File: src/rtl/ifetch_pc_gen_if.sv
// Fetch-address handshake between the PC source, ifetch and execute.
// master = PC generator side, slave = ifetch/execute side.
interface ifetch_pc_gen_if #(
  parameter int ALEN = 32
);
  logic            redirect;
  logic [ALEN-1:0] redirect_addr;
  logic            halt;
  logic            next_stalled;
  logic [ALEN-1:0] addr;
  logic            stall_next;
  logic            flush;

  modport master (
    input  redirect,
    input  redirect_addr,
    input  halt,
    input  next_stalled,
    output addr,
    output stall_next,
    output flush
  );

  modport slave (
    output redirect,
    output redirect_addr,
    output halt,
    output next_stalled,
    input  addr,
    input  stall_next,
    input  flush
  );
endinterface

File: src/rtl/ifetch_pc_gen.sv
// Program-counter source feeding ifetch: sequential step, redirects, halt.
// Ports: clk, rst (async high), pc (master: redirect/halt/next_stalled in;
// addr/stall_next/flush out, all registered).
module ifetch_pc_gen #(
  parameter int              ALEN         = 32,
  parameter logic [ALEN-1:0] RESET_VECTOR = '0,
  parameter int              STEP         = 4
) (
  input logic           clk,
  input logic           rst,
  ifetch_pc_gen_if.master pc
);

  typedef enum logic [1:0] {
    BOOT   = 2'd0,
    RUN    = 2'd1,
    HALTED = 2'd2
  } state_t;

  localparam logic [ALEN-1:0] STEP_W = ALEN'(STEP);

  state_t          state_q;
  state_t          state_d;
  logic [ALEN-1:0] addr_q;
  logic [ALEN-1:0] addr_d;
  logic            stall_q;
  logic            stall_d;
  logic            flush_q;
  logic            flush_d;

  logic            xfer;
  logic            take_redir;
  logic            step_only;

  // The handshake is judged on the registered stall, so a transfer
  // on the same edge as a halt or redirect still hands out old addr.
  assign xfer       = !stall_q && !pc.next_stalled;
  assign take_redir = pc.redirect && (state_q != BOOT);
  assign step_only  = xfer && !take_redir;

  always_ff @(posedge clk or posedge rst) begin
    if (rst) begin
      state_q <= BOOT;
    end else begin
      state_q <= state_d;
    end
  end

  // Halt alone decides the state; redirects never move it.
  always_comb begin
    state_d = state_q;
    unique case (state_q)
      BOOT:    state_d = pc.halt ? HALTED : RUN;
      RUN:     state_d = pc.halt ? HALTED : RUN;
      HALTED:  state_d = pc.halt ? HALTED : RUN;
      default: state_d = BOOT;
    endcase
  end

  always_comb begin
    addr_d  = addr_q;
    flush_d = 1'b0;
    stall_d = (state_d != RUN);
    unique case (1'b1)
      take_redir: begin
        addr_d  = pc.redirect_addr;
        flush_d = 1'b1;
      end
      step_only: begin
        addr_d = addr_q + STEP_W;
      end
      default: begin
        addr_d = addr_q;
      end
    endcase
  end

  always_ff @(posedge clk or posedge rst) begin
    if (rst) begin
      addr_q  <= RESET_VECTOR;
      stall_q <= 1'b1;
      flush_q <= 1'b0;
    end else begin
      addr_q  <= addr_d;
      stall_q <= stall_d;
      flush_q <= flush_d;
    end
  end

  assign pc.addr       = addr_q;
  assign pc.stall_next = stall_q;
  assign pc.flush      = flush_q;

endmodule
File: src/flat_wrapper.sv
// flat-port wrapper written by rule: the top's interface ports become plain ports
module ifetch_pc_gen_flat 
#(
  parameter int              ALEN         = 32,
  parameter logic [ALEN-1:0] RESET_VECTOR = '0,
  parameter int              STEP         = 4
)
  (clk, rst, pc_redirect, pc_redirect_addr, pc_halt, pc_next_stalled, pc_addr, pc_stall_next, pc_flush);
  ifetch_pc_gen_if #(.ALEN(ALEN)) pc_i ();
  input logic clk;
  input logic rst;
  input wire logic [$bits(pc_i.redirect)-1:0] pc_redirect;
  input wire logic [$bits(pc_i.redirect_addr)-1:0] pc_redirect_addr;
  input wire logic [$bits(pc_i.halt)-1:0] pc_halt;
  input wire logic [$bits(pc_i.next_stalled)-1:0] pc_next_stalled;
  output wire logic [$bits(pc_i.addr)-1:0] pc_addr;
  output wire logic [$bits(pc_i.stall_next)-1:0] pc_stall_next;
  output wire logic [$bits(pc_i.flush)-1:0] pc_flush;
  assign pc_i.redirect = pc_redirect;
  assign pc_i.redirect_addr = pc_redirect_addr;
  assign pc_i.halt = pc_halt;
  assign pc_i.next_stalled = pc_next_stalled;
  assign pc_addr = pc_i.addr;
  assign pc_stall_next = pc_i.stall_next;
  assign pc_flush = pc_i.flush;
  ifetch_pc_gen #(.ALEN(ALEN), .RESET_VECTOR(RESET_VECTOR), .STEP(STEP)) u_core (.clk(clk), .rst(rst), .pc(pc_i));
endmodule
File: config.mk
export PLATFORM = sky130hd
export DESIGN_NAME = ifetch_pc_gen_flat
export DESIGN_NICKNAME = d
export VERILOG_FILES = /design/src/rtl/ifetch_pc_gen_if.sv /design/src/rtl/ifetch_pc_gen.sv /design/src/flat_wrapper.sv
export SDC_FILE = /design/constraint.sdc
export NUM_CORES = 1
export LEC_CHECK = 0
export CAP_MARGIN = 20
export CORE_UTILIZATION = 40
export CTS_BUF_LIST = sky130_fd_sc_hd__clkbuf_4
export CTS_CLUSTER_SIZE = 12
export DETAILED_ROUTE_END_ITERATION = 7
export PLACE_DENSITY = 0.76
export SLEW_MARGIN = 20
export SYNTH_ARGS = -nofsm -noshare
export SYNTH_HDL_FRONTEND = slang
export SYNTH_SLANG_ARGS = --single-unit
File: constraint.sdc
create_clock -name clk -period 2.15 [get_ports clk]
set_clock_uncertainty 0.05 [all_clocks]
set_input_delay 0.43 -clock clk [delete_from_list [all_inputs] [get_ports clk]]
set_output_delay 0.43 -clock clk [all_outputs]
set_load 0.02 [all_outputs]
==> impl_metrics.toml <==
[power]
power_switching_mw = 0.7133
p_leak_nw = 1.166
p_comb_share_pct = 37.6
powerDensity_nw_per_um2 = 659.3
sw_frac_of_total_pct = 35.79
ir_drop_mv = 0.3392
clock_power_share_pct = 18.0
cell_internal_pwr_mw = 1.280
finalPower_mw = 1.993
pwr-share-seq_pct = 44.4

[logic_synthesis]
yosysTopAreaCell = "dfrtp_1"
synth_warnings = 0
synth_nets = 262
synth_top_area_share_pct = 44.11
ys_ff_latch = 36
syn_area_um2 = 1986
ys_types = 34
netlist_instances = 224
syn_avg_cell_area_um2 = 8.865
ys_seq_area_share_pct = 45.43
ys_top_cells_by_area = "dfrtp_1 44%, nand2_1 7.0%, or4_1 6.4%, a31oi_1 5.0%, o31ai_1 4.9%"

[die]
floorplan.die.height_um = 72.46
die_x_um = 72.46
io_pins = 71
core_um2 = 4755
rows = 25
die_area_um2 = 5250
start_util_pct = 41.76

[clock_tree]
h-tree-depth = 2
clk_latency_ns = 0.34
cts_root_buf = "clkbuf_4"
clock_path_buffers = 2
clkTransAtPathRegs_ns = 0.12
numCtsBuffers = 5
cts_tree = "yes"
cts_sinks = 36
cts_hold_buf = 0

[job]
drv_cap = 0

[critical_path]
crit_chain = "ha_4, nand4_1, or4_4, or4_1, a31oi_1"
path_delay_family = "simple AND/OR/NAND/NOR gates"
cp-start-kind = "register"
cp.required_ns = 2.36
critPathBufInv = 0
critical_path_class = "reg -> reg"
endpoint_kind = "register"
crit_fanout = 14
r2r_slack_ns = 0.06
cp_slowest_stage_delay_ns = 0.54
arrival_ns = 2.30
slowest_stage = "or4_4"

[timing]
fin_ws_ns = 0.05913
fmax_mhz = 478.3
maxSlewViolCount = 0
max_slew_margin_pct = 68.40
rsz0062_at_grt = "false"
layout_min_cycle_time_ns = 2.091
hold_viol = 0
tightestPinTransition_ns = 0.4741
finalSetupViolCount = 0
period_share_pct = 97.25
setup_tns_ns = 0

[finish]
diodes = 0
drive_gt1_share_pct = 15.94
regArea_um2 = 904.6
fillers = 425
area.growth.synth_to_final_pct = 52.24
fin_nets = 357
layout_common_cells = "70 x clkdlybuf4s50_1, 37 x nand2_1, 33 x dfrtp_1, 32 x buf_4, 18 x nor2_1"
layout_commonest_cell = "clkdlybuf4s50_1"
multiInputGateArea_um2 = 1027

[drt]
drtIter0Drc = 210
wl_per_cell_um = 14.87
num_vias = 2143
first_pass_iters = 4
routed_wl_um = 5755
antenna_left = 0
viasPerCell = 5.537
drcViolationCount = 0

[status]
status = "complete, no violations"

[global_route]
grt_pass1_vias = 2039
globalRouteTotalUtil_pct = 23.00
grt-ovfl-total = 0
grt_pass1_wl_um = 9287
grt_max_degree = 38
antenna_found_initial = 0

[hold_path]
hold_class = "in -> async"

[placed_design]
globalplace.congestion = 0.8588
dp_slack_ns = -0.1998
hpwl_um = 4184
io_buffers = 70
## state kept, by name, indices dropped and copies added, names as in the netlist
signal,count
u_core.state_q,2
u_core.pc.addr,32
u_core.pc.flush,1
u_core.pc.stall_next,1
## routing by layer
| layer | wire, um | track usage, % |
|---|---|---|
| met1 | 2513 | 30.47 |
| met2 | 2872 | 38.63 |
| met3 | 305 | 4.722 |
| met4 | 63 | 5.447 |
| met5 | 0 | 0 |
## worst paths after layout
kind | from | to | cells after the start
max | u_core.pc.addr[2] | u_core.pc.addr[26] | 5
min | rst | u_core.pc.addr[15] | 3
max reg2reg | u_core.pc.addr[2] | u_core.pc.addr[26] | 5
min reg2reg | u_core.pc.addr[0] | u_core.pc.addr[0] | 2
max in group asynchronous | rst | u_core.pc.addr[2] | 3
min in group clk | u_core.pc.addr[0] | u_core.pc.addr[0] | 2
## kinds of logic (layout without fill, tap and decap cells)
| logic type | after synthesis | count (layout) | synth area share (%) |
|---|---|---|---|
| and+or+nand+nor | 110 | 110 | 29.68 |
| AOI/OAI and AO/OA | 48 | 48 | 15.56 |
| DFF | 36 | 36 | 45.43 |
| buffers and inverters | 18 | 114 | 3.843 |
| xor gates and xnor gates | 11 | 11 | 4.852 |
| adders and majority gates | 1 | 1 | 0.6300 |
## cells in the mapped netlist (all sizes together)
master / count
nand2: 37
nor2: 18
o21ai: 13
inv: 4
or2: 1
and4: 3
and3: 3
nor3: 2
nand4: 10
xnor2: 6
a31oi: 16
buf: 3
xor2: 5
o211ai: 3
a21boi: 1
o41ai: 1
nor4: 3
clkbuf: 11
or3: 1
or4: 18
and2: 1
a21o: 1
ha: 1
nand3: 10
nor4bb: 2
dfrtp: 35
dfstp: 1
or4b: 1
o31ai: 13
## metrics by stage
| step | hold slack [ns] | util [%] | instances | instance area, um^2 |
|---|---|---|---|---|
| 2_1_floorplan | 0.3970 | - | 224 | 2001 |
| 3_3_place_gp | 0.4085 | 62.42 | 379 | 2968 |
| 3_5_place_dp | 0.4162 | 62.42 | 379 | 2968 |
| 4_1_cts | 0.4353 | 63.50 | 387 | 3019 |
| 5_1_grt | 0.4560 | 63.58 | 387 | 3023 |
| 6_report | 0.4203 | 63.58 | 387 | 3023 |
## repair_timing
action | 4_1_cts | 5_1_grt
endpoints found under the hold margin | 0 | 0
endpoints found under the setup margin | 0 | 4
gates resized for setup | 0 | 1
buffers inserted | 0 | 0
## power by group through the flow
stage	sequential [mW]	clock, mW	combinational, mW
after floorplan	1.01	0	0.218
after global placement	0.888	0	0.739
after detailed placement	0.893	0	0.748
after CTS	0.881	0.365	0.752
after global routing	0.897	0.395	0.810
final	0.885	0.360	0.749
## area by class of cell
class | count | area share, %
timing repair buffer | 102 | 31.13
clock inverter | 3 | 0.4553
sequential | 36 | 29.93
inverter | 4 | 0.4967
tap | 67 | 2.773
clock buffer | 5 | 1.242
multi-input combinational | 170 | 33.98
## worst min-delay path, stage by stage
cell and delay [ns]:
clkdlybuf4s50_1 0.39, inv_1 0.05, buf_4 0.39
No activity file was read; power rests on OpenSTA's default activity.
